===== config.mk =====
export PLATFORM = sky130hd
export DESIGN_NAME = fir_out_formatter
export DESIGN_NICKNAME = d
export VERILOG_FILES = /design/src/rtl/fir_pkg.sv /design/src/rtl/fir_out_fifo.sv /design/src/rtl/fir_out_formatter.sv
export SDC_FILE = /design/constraint.sdc
export NUM_CORES = 1
export LEC_CHECK = 0
export BUFFER_PORTS_ARGS = -buffer_cell sky130_fd_sc_hd__buf_4
export CAP_MARGIN = 10
export CORE_ASPECT_RATIO = 1.1
export CORE_UTILIZATION = 29
export DETAILED_ROUTE_END_ITERATION = 8
export GPL_ROUTABILITY_DRIVEN = 1
export GPL_TIMING_DRIVEN = 0
export PLACE_DENSITY = 0.57
export RECOVER_POWER = 50
export SLEW_MARGIN = 40
export SYNTH_ARGS = -nofsm -noshare
export SYNTH_HDL_FRONTEND = slang
export SYNTH_SLANG_ARGS = --single-unit
export TNS_END_PERCENT = 50

===== constraint.sdc =====
create_clock -name clk -period 3.35 [get_ports clk]
set_input_delay 0.335 -clock clk [delete_from_list [all_inputs] [get_ports clk]]
set_output_delay 0.335 -clock clk [all_outputs]
set_load 0.05 [all_outputs]

===== src/rtl/fir_pkg.sv =====
// Shared FIR filter/formatter definitions: default widths, output sample
// limits and the accumulator/sample types.
package fir_pkg;

  localparam int FIR_IN_WIDTH   = 64;
  localparam int FIR_OUT_WIDTH  = 16;
  localparam int FIR_FRAC_SHIFT = 31;

  typedef logic signed [FIR_IN_WIDTH-1:0]  acc_t;
  typedef logic signed [FIR_OUT_WIDTH-1:0] sample_t;

  localparam sample_t OUT_MAX = {1'b0, {(FIR_OUT_WIDTH-1){1'b1}}};
  localparam sample_t OUT_MIN = {1'b1, {(FIR_OUT_WIDTH-1){1'b0}}};

endpackage


===== src/rtl/fir_out_fifo.sv =====
// Show-ahead synchronous FIFO. A push into a full FIFO is accepted only when a
// pop happens in the same cycle; rdata_o holds the last popped word when empty.
module fir_out_fifo #(
  parameter int WIDTH = 16,
  parameter int DEPTH = 8
) (
  input  logic                       clk,
  input  logic                       rst_n,
  input  logic                       clr_i,
  input  logic                       push_i,
  input  logic                       pop_i,
  input  logic [WIDTH-1:0]           wdata_i,
  output logic [WIDTH-1:0]           rdata_o,
  output logic [$clog2(DEPTH+1)-1:0] level_o,
  output logic                       full_o,
  output logic                       empty_o
);

  localparam int AW = $clog2(DEPTH);
  localparam int LW = $clog2(DEPTH+1);

  logic [WIDTH-1:0] mem_q [DEPTH];
  logic [AW-1:0]    wr_ptr_q, wr_ptr_d;
  logic [AW-1:0]    rd_ptr_q, rd_ptr_d;
  logic [LW-1:0]    level_q, level_d;
  logic [WIDTH-1:0] last_q, last_d;
  logic             push_ok, pop_ok;

  assign empty_o = (level_q == '0);
  assign full_o  = (level_q == LW'(DEPTH));
  assign pop_ok  = pop_i && !empty_o;
  assign push_ok = push_i && (!full_o || pop_ok);
  assign rdata_o = empty_o ? last_q : mem_q[rd_ptr_q];
  assign level_o = level_q;

  always_comb begin
    wr_ptr_d = wr_ptr_q;
    rd_ptr_d = rd_ptr_q;
    level_d  = level_q;
    last_d   = last_q;
    if (push_ok) wr_ptr_d = wr_ptr_q + 1'b1;
    if (pop_ok) begin
      rd_ptr_d = rd_ptr_q + 1'b1;
      last_d   = mem_q[rd_ptr_q];
    end
    case ({push_ok, pop_ok})
      2'b10:   level_d = level_q + 1'b1;
      2'b01:   level_d = level_q - 1'b1;
      default: level_d = level_q;
    endcase
  end

  always_ff @(posedge clk or negedge rst_n) begin
    if (!rst_n) begin
      wr_ptr_q <= '0;
      rd_ptr_q <= '0;
      level_q  <= '0;
      last_q   <= '0;
    end else if (clr_i) begin
      wr_ptr_q <= '0;
      rd_ptr_q <= '0;
      level_q  <= '0;
      last_q   <= '0;
    end else begin
      wr_ptr_q <= wr_ptr_d;
      rd_ptr_q <= rd_ptr_d;
      level_q  <= level_d;
      last_q   <= last_d;
    end
  end

  // Storage is not reset: pointers and level define which entries are live.
  always_ff @(posedge clk) begin
    if (push_ok && !clr_i) mem_q[wr_ptr_q] <= wdata_i;
  end

endmodule


===== src/rtl/fir_out_formatter.sv =====
// FIR back end: warm-up discard, round-half-up rescale, saturation to the
// output width, output FIFO and saturation/drop statistics.
module fir_out_formatter
  import fir_pkg::*;
#(
  parameter int IN_WIDTH   = FIR_IN_WIDTH,
  parameter int OUT_WIDTH  = FIR_OUT_WIDTH,
  parameter int FRAC_SHIFT = FIR_FRAC_SHIFT,
  parameter int FIFO_DEPTH = 8,
  parameter int SKIP_COUNT = 102,
  parameter int CNT_WIDTH  = 16
) (
  input  logic                            clk,
  input  logic                            reset_n,
  input  logic                            clear,
  input  logic                            in_valid,
  input  logic [IN_WIDTH-1:0]             in_data,
  output logic                            out_valid,
  input  logic                            out_ready,
  output logic [OUT_WIDTH-1:0]            out_data,
  output logic [$clog2(FIFO_DEPTH+1)-1:0] fifo_level,
  output logic [CNT_WIDTH-1:0]            sat_count,
  output logic [CNT_WIDTH-1:0]            drop_count,
  output logic                            overflow
);

  localparam int WW     = IN_WIDTH + 1;
  localparam int SKIP_W = (SKIP_COUNT > 0) ? $clog2(SKIP_COUNT + 1) : 1;
  localparam logic [SKIP_W-1:0] SKIP_LIM = SKIP_W'(SKIP_COUNT);
  localparam logic signed [WW-1:0] HALF = {{(WW-1){1'b0}}, 1'b1} << (FRAC_SHIFT - 1);
  localparam logic signed [WW-1:0] SAT_MAX_W = {{(WW-OUT_WIDTH+1){1'b0}}, {(OUT_WIDTH-1){1'b1}}};
  localparam logic signed [WW-1:0] SAT_MIN_W = {{(WW-OUT_WIDTH+1){1'b1}}, {(OUT_WIDTH-1){1'b0}}};

  logic [SKIP_W-1:0]           skip_q, skip_d;
  logic                        s1_valid_q, s1_valid_d;
  logic signed [WW-1:0]        s1_data_q, s1_data_d;
  logic                        s2_valid_q, s2_valid_d;
  logic [OUT_WIDTH-1:0]        s2_data_q, s2_data_d;
  logic [CNT_WIDTH-1:0]        sat_cnt_q, sat_cnt_d;
  logic [CNT_WIDTH-1:0]        drop_cnt_q, drop_cnt_d;
  logic                        ovf_q, ovf_d;

  logic                        warm_done;
  logic signed [WW-1:0]        in_ext;
  logic                        sat_hi, sat_lo, sat_ev;
  logic                        fifo_full, fifo_empty, pop, drop;

  assign warm_done = (skip_q == SKIP_LIM);
  // One extra headroom bit so adding the rounding half never wraps.
  assign in_ext    = {in_data[IN_WIDTH-1], in_data};
  assign sat_hi    = s1_data_q > SAT_MAX_W;
  assign sat_lo    = s1_data_q < SAT_MIN_W;
  assign sat_ev    = s1_valid_q && (sat_hi || sat_lo);
  assign out_valid = !fifo_empty;
  assign pop       = out_valid && out_ready;
  assign drop      = s2_valid_q && fifo_full && !pop;

  always_comb begin
    skip_d     = skip_q;
    s1_valid_d = 1'b0;
    s1_data_d  = s1_data_q;
    s2_valid_d = s1_valid_q;
    s2_data_d  = s2_data_q;
    sat_cnt_d  = sat_cnt_q;
    drop_cnt_d = drop_cnt_q;
    ovf_d      = ovf_q;

    if (in_valid) begin
      if (!warm_done) begin
        skip_d = skip_q + 1'b1;
      end else begin
        s1_valid_d = 1'b1;
        s1_data_d  = (in_ext + HALF) >>> FRAC_SHIFT;
      end
    end

    if (s1_valid_q) begin
      if (sat_hi)      s2_data_d = SAT_MAX_W[OUT_WIDTH-1:0];
      else if (sat_lo) s2_data_d = SAT_MIN_W[OUT_WIDTH-1:0];
      else             s2_data_d = s1_data_q[OUT_WIDTH-1:0];
    end

    if (sat_ev && (sat_cnt_q != '1)) sat_cnt_d = sat_cnt_q + 1'b1;
    if (drop) begin
      ovf_d = 1'b1;
      if (drop_cnt_q != '1) drop_cnt_d = drop_cnt_q + 1'b1;
    end
  end

  always_ff @(posedge clk or negedge reset_n) begin
    if (!reset_n) begin
      skip_q     <= '0;
      s1_valid_q <= 1'b0;
      s1_data_q  <= '0;
      s2_valid_q <= 1'b0;
      s2_data_q  <= '0;
      sat_cnt_q  <= '0;
      drop_cnt_q <= '0;
      ovf_q      <= 1'b0;
    end else if (clear) begin
      skip_q     <= '0;
      s1_valid_q <= 1'b0;
      s1_data_q  <= '0;
      s2_valid_q <= 1'b0;
      s2_data_q  <= '0;
      sat_cnt_q  <= '0;
      drop_cnt_q <= '0;
      ovf_q      <= 1'b0;
    end else begin
      skip_q     <= skip_d;
      s1_valid_q <= s1_valid_d;
      s1_data_q  <= s1_data_d;
      s2_valid_q <= s2_valid_d;
      s2_data_q  <= s2_data_d;
      sat_cnt_q  <= sat_cnt_d;
      drop_cnt_q <= drop_cnt_d;
      ovf_q      <= ovf_d;
    end
  end

  fir_out_fifo #(
    .WIDTH (OUT_WIDTH),
    .DEPTH (FIFO_DEPTH)
  ) u_fifo (
    .clk     (clk),
    .rst_n   (reset_n),
    .clr_i   (clear),
    .push_i  (s2_valid_q),
    .pop_i   (out_ready),
    .wdata_i (s2_data_q),
    .rdata_o (out_data),
    .level_o (fifo_level),
    .full_o  (fifo_full),
    .empty_o (fifo_empty)
  );

  assign sat_count  = sat_cnt_q;
  assign drop_count = drop_cnt_q;
  assign overflow   = ovf_q;

endmodule


==> flow_metrics.env, run 1 <==
export IMPL_outcome="complete, but fails checks"
export IMPL_violations="capacitance limit, slew limit"
export IMPL_clkTransAtPathRegs_ns=0.06
export IMPL_ir_drop_v=0.0003676
export IMPL_synthCells=861
export IMPL_relSlewSlack=-0.5283
export IMPL_drtPass1Iterations=4
export IMPL_grt_pass1_vias=6871
export IMPL_nNetsFinal=1069
export IMPL_required_ns=3.01
export IMPL_wl_mm=23.52
export IMPL_dieHeight_um=205.2
export IMPL_power_per_cell_area_nw_per_um2=592.8
export IMPL_num_rows=74
export IMPL_numCtsBuffers=26
export IMPL_hp_class="primary input to flop"
export IMPL_min_from="clear"
export IMPL_ctsLongestPathBuffers=3
export IMPL_p_int_mw=5.366
export IMPL_critical_path_max_stage_delay_ns=0.58
export IMPL_layout_setup_ws_ns=0.1892
export IMPL_dp_cells=1454
export IMPL_async_flop_share=0.4797
export IMPL_cp_cell_sequence="buf_1, clkbuf_1, mux4_2, mux2i_1, a21oi_1, buf_4"
export IMPL_synth_top_cell_area_share=0.3530
export IMPL_io_pins=123
export IMPL_hold_viol=0
export IMPL_synth_edf_count=128
export IMPL_fin_crit_sh=0.9435
export IMPL_viasPerCell=4.627
export IMPL_pwr_share_clk=0.352
export IMPL_syn_num_nets=940
export IMPL_yosysTopAreaCell="edfxtp_1"
export IMPL_post_drt_wl_per_cell_um=15.65
export IMPL_ys_warnings_count=0
export IMPL_slew_violations=46
export IMPL_seq_area_frac_synth=0.6242
export IMPL_portBuffers=92
export IMPL_worst_r2r_cell_count=13
export IMPL_cp_start_kind="flop"
export IMPL_finalWeightedCongestion=0.7513
export IMPL_grt_total_usage=0.1246
export IMPL_instances_no_fill=1503
export IMPL_cp_slowest_cell="clkbuf_1"
export IMPL_grt_pass1_wl_mm=38.32
export IMPL_critPathArrivalTime_ns=2.83
export IMPL_grt_overflow_total=0
export IMPL_holdWs_ns=0.07027
export IMPL_total_power_mw=7.761
export IMPL_hold_depth=2
export IMPL_vias=6955
export IMPL_leakagePower_nw=5.184
export IMPL_ys_ff_latch=246
export IMPL_combPwrFrac=0.224
export IMPL_r2r_end="u_fifo.level_o[3]"
export IMPL_initial_core_util=0.2940
export IMPL_dieArea_um2=38320
export IMPL_post_place_ws_ns=0.03167
export IMPL_rsz0062_at_grt="no"
export IMPL_synth_area_per_cell_um2=12.65
export IMPL_core_area_um2=37040
export IMPL_drive_above_1_share=0.1804
export IMPL_antenna_cells=0
export IMPL_worst_pin_slew_ns=2.292
export IMPL_r2r_setup_slack_ns=0.28
export IMPL_area_growth_pct=20.25
export IMPL_netlist_area_um2=10890
export IMPL_cts_max_level=1
export IMPL_ys_top_cells_by_count="edfxtp_1, nor2_1, dfrtp_1"
export IMPL_dpl_hpwl_mm=16.90
export IMPL_hold_end="s2_valid_q"
export IMPL_switching_share=0.3086
export IMPL_synthTopCellsByArea="edfxtp_1, dfrtp_1, mux4_2"
export IMPL_clk_insertion_delay_late_ns=0.54
export IMPL_fmax_mhz=316.4
export IMPL_r2r_start="u_fifo.level_o[3]"
export IMPL_cts_tree="yes"
export IMPL_antenna_found_initial=0
export IMPL_root_buffer="clkbuf_16"
export IMPL_end_kind="output pin"
export IMPL_post_route_min_period_ns=3.161
export IMPL_ant_nets=0
export IMPL_drc=0
export IMPL_switchingPower_mw=2.395
export IMPL_pwr_share_seq=0.425
export IMPL_cts_sinks=246
export IMPL_crit_fanout=10
export IMPL_ys_dominant_reg_cell="edfxtp_1"
export IMPL_fin_worst_skew_ns=0.02364
export IMPL_die_w_um=186.7
export IMPL_yosys_cell_count_top_type="edfxtp_1"
export IMPL_crit_type="flop to output pin"
export IMPL_maxCapViolCount=1
export IMPL_finalSetupViolations=0
export IMPL_drtIter0Drc=318
export IMPL_synth_cell_types=50
export IMPL_grt_max_degree=74
-- through the flow --
step | utilization | cell area (um2) | TNS (ns)
floorplan | - | 10890 | 0
global placement | 0.3293 | 12200 | -13.07
detailed placement | 0.3332 | 12340 | 0
CTS | 0.3556 | 13170 | 0
global route | 0.3535 | 13090 | 0
finish | 0.3535 | 13090 | 0
-- cell usage in the layout (no fill, tap or decap), drive strengths merged, types with 4 or more instances in the layout --
cell type    n
a211oi      17
a21oi       28
and2         6
and3         8
and4         7
buf         90
clkbuf      84
clkinv      12
dfrtp      118
edfxtp     128
ha           9
inv          7
mux2         4
mux2i       20
mux4        32
nand2       88
nand3       31
nand4       28
nor2       119
nor2b        4
nor3        10
nor4         6
o21ai       46
o31ai        4
or3          4
xnor2       19
xor2        52
-- logic make-up after synthesis --
family | synth area share
and+or+nand+nor | 0.1423
DFF | 0.6242
AOI/OAI and AO/OA | 0.05723
xor gates and xnor gates | 0.05711
muxes | 0.08871
buffers and inverters | 0.01827
adders and majority gates | 0.01218
-- critical path: cells and delay by family (launching register included) --
kind / cells / cell delay, ns
mux: 2 / 0.76
flops: 1 / 0.34
buf+inv: 3 / 1.06
compound gates: 1 / 0.13
-- layout make-up --
type,instances,area [um2]
clock buffers,33,696.9
multi-input cells,566,3954
well taps,494,618.1
clock inverters,14,125.1
flip-flops and latches,246,6798
fillers,3689,23940
repair buffers,101,699.4
inverters,7,26.28
plain buffers,42,175.2
-- flip-flops by register name, indices dropped and copies added (netlist names), 4 cells and up --
name,flops
u_fifo.mem_q,128
s1_data_q,34
drop_count,16
s2_data_q,16
sat_count,16
u_fifo.last_q,16
skip_q,7
u_fifo.level_o,4
-- how the worst max path moves through the flow --
stage / startpoint / to / slack [ns] / cells past startpoint
after floorplan: u_fifo.level_o[3] / u_fifo.level_o[3] / 0.20 / 13
after global placement: s2_valid_q / u_fifo.mem_q[0][9] / -0.49 / 4
after detailed placement: u_fifo.level_o[0] / u_fifo.level_o[3] / 0.03 / 13
after CTS: u_fifo.level_o[0] / u_fifo.level_o[3] / 0.01 / 13
after global routing: u_fifo.rd_ptr_q[1] / out_data[14] / 0.01 / 6
final: u_fifo.rd_ptr_q[1] / out_data[11] / 0.19 / 6
-- power by group through the flow --
stage	Combinational (mW)	Clock, mW	Sequential [mW]
after global routing	1.89	2.93	3.31
after CTS	1.76	2.81	3.30
after global placement	1.73	0	3.35
after detailed placement	1.75	0	3.36
final	1.74	2.73	3.30
after floorplan	1.16	0	3.40
-- metal layers --
metal  global-route usage  part of all wire
met1               0.1726              0.47
met2               0.2058              0.48
met3              0.01467             0.036
met4              0.03659             0.019
met5                    0                 0
-- timing repair --
action / 4_1_cts / 5_1_grt
endpoints found under the hold margin: 45 / 0
setup endpoints to repair: 0 / 3
resized for setup: 0 / 7
hold buffers: 1 / 0
buffers inserted: 0 / 1
(Power assumes the default switching activity.)
==> inputs of run 2 (changes only) <==
Clock period 3.35 ns to 3 ns, I/O delays scaled along.
==> flow_metrics.env, run 2 (synthesis results as in run 1) <==
export IMPL_final_area_um2=13340
export IMPL_critPathArrivalTime_ns=2.58
export IMPL_worst_pin_slew_ns=1.854
export IMPL_cpMostUsedCell="buf_4"
export IMPL_total_power_mw=9.149
export IMPL_grt_pass1_vias=7084
export IMPL_antenna_found_initial=0
export IMPL_nFillCells=3676
export IMPL_dpl_cell_area_um2=12440
export IMPL_crit_fanout=10
export IMPL_drtIter0Drc=398
export IMPL_die_w_um=186.7
export IMPL_post_route_min_period_ns=2.885
export IMPL_top_regs="u_fifo.mem_q (128), s1_data_q (34)"
export IMPL_cp_cell_sequence="buf_2, buf_4, mux4_2, mux2i_1, a21oi_1, buf_4"
export IMPL_fmax_mhz=346.6
export IMPL_fin_crit_sh=0.9616
export IMPL_switchingPower_mw=2.714
export IMPL_violations="capacitance limit, slew limit"
export IMPL_largest_reg_flops=128
export IMPL_dieHeight_um=205.2
export IMPL_ctsLongestPathBuffers=3
export IMPL_maxCapViolCount=1
export IMPL_pwr_share_seq=0.403
export IMPL_wl_mm=24.25
export IMPL_area_growth_pct=22.52
export IMPL_portBuffers=92
export IMPL_grt_overflow_total=0
export IMPL_cp_start_kind="flop"
export IMPL_drc=0
export IMPL_pwr_share_clk=0.386
export IMPL_grt_total_usage=0.1288
export IMPL_nNetsFinal=1074
export IMPL_p_int_mw=6.435
export IMPL_rsz0062_at_grt="yes"
export IMPL_final_cell_mix="edfxtp_1, dfrtp_1, nor2_1"
export IMPL_ir_drop_v=0.0004420
export IMPL_ant_nets=0
export IMPL_cts_max_level=1
export IMPL_crit_type="flop to output pin"
export IMPL_dieArea_um2=38320
export IMPL_critical_path_max_stage_delay_ns=0.54
export IMPL_outcome="complete, but fails checks"
export IMPL_min_from="in_data[58]"
export IMPL_r2r_start="u_fifo.level_o[3]"
export IMPL_final_core_util=0.3602
export IMPL_worst_r2r_cell_count=12
export IMPL_vias=7018
export IMPL_io_pins=123
export IMPL_clkTransAtPathRegs_ns=0.06
export IMPL_end_kind="output pin"
export IMPL_dpl_hpwl_mm=17.52
export IMPL_switching_share=0.2966
export IMPL_post_drt_wl_per_cell_um=16.07
export IMPL_num_rows=74
export IMPL_cts_sinks=246
export IMPL_r2r_end="u_fifo.level_o[3]"
export IMPL_core_area_um2=37040
export IMPL_drive_above_1_share=0.2030
export IMPL_final_common_cell="edfxtp_1"
export IMPL_hold_depth=3
export IMPL_leakagePower_nw=5.298
export IMPL_hp_class="primary input to flop"
export IMPL_power_per_cell_area_nw_per_um2=685.8
export IMPL_numCtsBuffers=27
export IMPL_required_ns=2.70
export IMPL_relSlewSlack=-0.2358
export IMPL_r2r_setup_slack_ns=0.15
export IMPL_clk_insertion_delay_late_ns=0.54
export IMPL_hold_end="s1_data_q[27]"
export IMPL_antenna_cells=0
export IMPL_cts_tree="yes"
export IMPL_finalWeightedCongestion=0.7530
export IMPL_slew_violations=69
export IMPL_initial_core_util=0.2940
export IMPL_root_buffer="clkbuf_16"
export IMPL_grt_pass1_wl_mm=39.27
export IMPL_cp_slowest_cell="mux4_2"
export IMPL_fin_worst_skew_ns=0.01567
export IMPL_combPwrFrac=0.211
export IMPL_largest_register="u_fifo.mem_q"
export IMPL_drtPass1Iterations=5
export IMPL_finalSetupViolations=0
export IMPL_grt_max_degree=70
export IMPL_viasPerCell=4.651
export IMPL_hold_viol=0
-- run 2: repair_timing --
item,in CTS,in global routing
gates resized for setup,7,11
hold endpoints to repair,68,0
setup endpoints to repair,16,8
setup buffers,1,0
hold buffers,1,0
pin swaps,1,0
-- run 2: worst max-delay path by stage --
stage	startpoint	end	slack [ns]	cells after the start
6_report	u_fifo.rd_ptr_q[0]	out_data[14]	0.12	6
5_1_grt	u_fifo.level_o[3]	u_fifo.level_o[3]	-0.01	12
4_1_cts	u_fifo.rd_ptr_q[0]	out_data[12]	0.005	6
3_5_place_dp	u_fifo.level_o[0]	u_fifo.level_o[3]	-0.24	13
3_3_place_gp	s2_valid_q	u_fifo.mem_q[0][7]	-0.89	4
2_1_floorplan	u_fifo.level_o[0]	u_fifo.level_o[3]	0.009	13
-- run 2: area by class of cell --
class | count | area, um2 | area share
Tap cell | 494 | 618.1 | 0.04633
Sequential cell | 246 | 6802 | 0.5098
Clock buffer | 33 | 729.5 | 0.05468
Clock inverter | 16 | 225.2 | 0.01688
Timing Repair Buffer | 107 | 782.0 | 0.05862
Buffer | 40 | 178.9 | 0.01341
Multi-Input combinational cell | 566 | 3979 | 0.2983
Inverter | 7 | 26.28 | 0.001970
-- run 2: worst max-delay path, delay by kind of cell, from the launching register on --
family	cells	cell delay, ns
multiplexers	2	0.85
buffers and inverters	3	0.71
flip-flops	1	0.35
AO/OA/AOI/OAI	1	0.14
-- run 2: metal layers --
| layer | vias to the layer above | routed length, um | GRT usage |
|---|---|---|---|
| li1 | 3396 | - | - |
| met1 | 3447 | 10890 | 0.1705 |
| met2 | 147 | 11950 | 0.2208 |
| met3 | 28 | 967 | 0.01654 |
| met4 | 0 | 444 | 0.03864 |
| met5 | - | 0 | 0 |
-- run 2: power groups by stage --
stage	combinational, mW	sequential [mW]	clock [mW]
after floorplan	1.29	3.80	0
final	1.93	3.69	3.53
after CTS	1.97	3.69	3.62
after global placement	1.93	3.75	0
after detailed placement	1.95	3.75	0
after global routing	2.10	3.70	3.75
-- run 2: per-stage QoR --
stage / std cells / TNS (ns) / hold slack, ns / setup slack [ns]
global route: 1509 / -0.01301 / 0.06408 / -0.01207
CTS: 1509 / 0 / 0.04236 / 0.004588
global placement: 1447 / -26.58 / 0.4663 / -0.8910
floorplan: 861 / 0 / 0.004409 / 0.009132
finish: 1509 / 0 / 0.06689 / 0.1152
detailed placement: 1460 / -0.2412 / 0.3207 / -0.2412
==> inputs of run 3 (changes only) <==
Settings changed: ABC_AREA set to 1.
==> flow_metrics.env, run 3 <==
export IMPL_cp_slowest_cell="clkbuf_1"
export IMPL_wl_mm=31.63
export IMPL_hp_class="primary input to flop"
export IMPL_grt_total_usage=0.1514
export IMPL_final_common_cell="nand2_1"
export IMPL_nNetsFinal=1547
export IMPL_regArea_um2=6797
export IMPL_slew_violations=0
export IMPL_ys_ff_latch=246
export IMPL_maxCapViolCount=0
export IMPL_yosysTopAreaCell="edfxtp_1"
export IMPL_initial_core_util=0.2964
export IMPL_dieArea_um2=42270
export IMPL_die_w_um=196.1
export IMPL_crit_type="flop to output pin"
export IMPL_yosys_cell_count_top_type="nand2_1"
export IMPL_finalSetupViolations=0
export IMPL_root_buffer="clkbuf_16"
export IMPL_synth_cell_types=46
export IMPL_cpMostUsedCell="o21ai_0"
export IMPL_synth_top_cell_area_share=0.3198
export IMPL_rsz0062_at_grt="yes"
export IMPL_relSlewSlack=0.1347
export IMPL_post_route_min_period_ns=2.830
export IMPL_ys_dominant_reg_cell="edfxtp_1"
export IMPL_ys_top_cells_by_count="nand2_1, nor2_1, o21ai_0"
export IMPL_cp_cell_sequence="buf_4, clkbuf_1, o21ai_0, o21ai_0, o21ai_1, o21ai_0, buf_4"
export IMPL_crit_fanout=10
export IMPL_top_regs="u_fifo.mem_q (128), s1_data_q (34)"
export IMPL_core_area_um2=40560
export IMPL_fin_worst_skew_ns=0.02180
export IMPL_seq_area_frac_synth=0.5654
export IMPL_worst_pin_slew_ns=1.298
export IMPL_grt_met3_usage=0.01922
export IMPL_clkTransAtPathRegs_ns=0.06
export IMPL_dieHeight_um=215.5
export IMPL_drtIter0Drc=575
export IMPL_vias=9618
export IMPL_leakagePower_nw=6.077
export IMPL_portBuffers=92
export IMPL_netlist_area_um2=12020
export IMPL_largest_register="u_fifo.mem_q"
export IMPL_multi_input_area_um2=4634
export IMPL_antenna_cells=0
export IMPL_synth_edf_count=128
export IMPL_outcome="complete, no violations"
export IMPL_ir_drop_v=0.0003559
export IMPL_finalWeightedCongestion=0.8768
export IMPL_cts_sinks=246
export IMPL_post_cts_buffers=0
export IMPL_drc=0
export IMPL_nFillCells=4158
export IMPL_ctsLongestPathBuffers=3
export IMPL_critPathArrivalTime_ns=2.53
export IMPL_layout_setup_ws_ns=0.1699
export IMPL_drtPass1Iterations=5
export IMPL_post_drt_wl_per_cell_um=15.50
export IMPL_grt_use_met2=0.2556
export IMPL_syn_num_nets=1423
export IMPL_synth_area_per_cell_um2=8.944
export IMPL_final_core_util=0.3522
export IMPL_grt_overflow_total=0
export IMPL_final_cell_mix="nand2_1, nor2_1, o21ai_0"
export IMPL_largest_reg_flops=128
export IMPL_fin_crit_sh=0.9434
export IMPL_ant_nets=0
export IMPL_numCtsBuffers=27
export IMPL_ys_warnings_count=0
export IMPL_post_place_ws_ns=0.6627
export IMPL_grt_pass1_vias=9490
export IMPL_area_growth_pct=18.83
export IMPL_io_pins=123
export IMPL_fmax_mhz=353.3
export IMPL_async_flop_share=0.4797
export IMPL_cts_max_level=1
export IMPL_cts_tree="yes"
export IMPL_synthTopCellsByArea="edfxtp_1, dfrtp_1, nand2_1"
export IMPL_required_ns=2.70
export IMPL_hold_viol=0
export IMPL_total_power_mw=9.518
export IMPL_grt_pass1_wl_mm=51.40
export IMPL_power_per_cell_area_nw_per_um2=666.3
export IMPL_num_rows=77
export IMPL_antenna_found_initial=0
export IMPL_grt_most_used_layer="met2"
export IMPL_dp_cells=1990
export IMPL_clk_insertion_delay_late_ns=0.53
export IMPL_end_kind="output pin"
export IMPL_grt_max_degree=71
export IMPL_viasPerCell=4.712
export IMPL_holdWs_ns=0.05901
export IMPL_critical_path_max_stage_delay_ns=0.40
export IMPL_instances_no_fill=2041
export IMPL_synthCells=1344
export IMPL_drive_above_1_share=0.1324
export IMPL_dpl_hpwl_mm=23.22
export IMPL_use_met1=0.2072
export IMPL_cp_start_kind="flop"
==> run 3: changes by cell type after synthesis, moves of 14 or more <==
| cell | before | now |
|---|---|---|
| nand2_1 | 88 | 262 |
| mux2i_1 | 20 | 0 |
| nand3_1 | 31 | 106 |
| mux4_2 | 32 | 0 |
| a211oi_1 | 17 | 0 |
| o211ai_1 | 1 | 19 |
| nor2_1 | 119 | 218 |
| xor2_1 | 52 | 13 |
| o21ai_0 | 39 | 162 |
| o21ai_1 | 6 | 29 |
| xnor2_1 | 19 | 5 |
| inv_1 | 7 | 84 |
| a21oi_1 | 28 | 14 |
==> run 3: area by class of cell <==
type | instances | share of cell area
sequential | 246 | 0.4758
multi-input combinational | 952 | 0.3245
clock buffer | 37 | 0.05352
tap | 553 | 0.04844
timing repair buffer | 95 | 0.04380
inverter | 90 | 0.02365
buffer | 56 | 0.02190
clock inverter | 12 | 0.008409
==> run 3: timing repair <==
item                                    CTS  global route
endpoints found under the hold margin    49             0
endpoints found under the setup margin    0             7
resized for setup                         0            12
hold buffers                              2             0
==> run 3: path summary, 6_finish.rpt <==
kind | cells after the start | from | slack, ns | end
setup / recovery | 7 | u_fifo.rd_ptr_q[1] | 0.17 | out_data[12]
hold / removal | 3 | in_data[35] | 0.06 | s1_data_q[4]
setup reg to reg | 7 | u_fifo.level_o[3] | 0.70 | u_fifo.mem_q[0][11]
hold reg to reg | 2 | s1_data_q[3] | 0.49 | s1_data_q[3]
max in group asynchronous | 3 | reset_n | 0.63 | sat_count[12]
min in group asynchronous | 2 | reset_n | 0.60 | u_fifo.last_q[0]
==> run 3: metrics by stage <==
step	instance area, um2	TNS, ns
finish	14280	0
global route	14280	-0.00002887
CTS	14380	0
detailed placement	13480	0
global placement	13400	0
floorplan	12020	0
==> run 3: critical path: cells and delay by family, from the launching register on <==
family / cells / cell delay (ns)
flip-flops: 1 / 0.38
buffers and inverters: 3 / 0.82
AO/OA/AOI/OAI: 4 / 0.79
==> run 3: kinds of logic after synthesis <==
kind of cell,Yosys count,synth area share
and+or+nand+nor,679,0.2452
adders and majority gates,10,0.01103
buffers and inverters,146,0.05361
xor gates and xnor gates,18,0.01312
AOI/OAI and AO/OA,245,0.1116
DFF,246,0.5654
==> run 3: routing by layer <==
metal,vias up,wire length [um]
li1,4827,-
met1,4518,14910
met2,229,14720
met3,44,1495
met4,0,502
met5,-,0
==> run 3: report_power, final <==
group	internal, mW	total [mW]	switching (mW)
sequential	3.67	3.77	0.104
combinational	0.671	2.47	1.80
clock	1.95	3.28	1.32
total	6.29	9.52	3.22
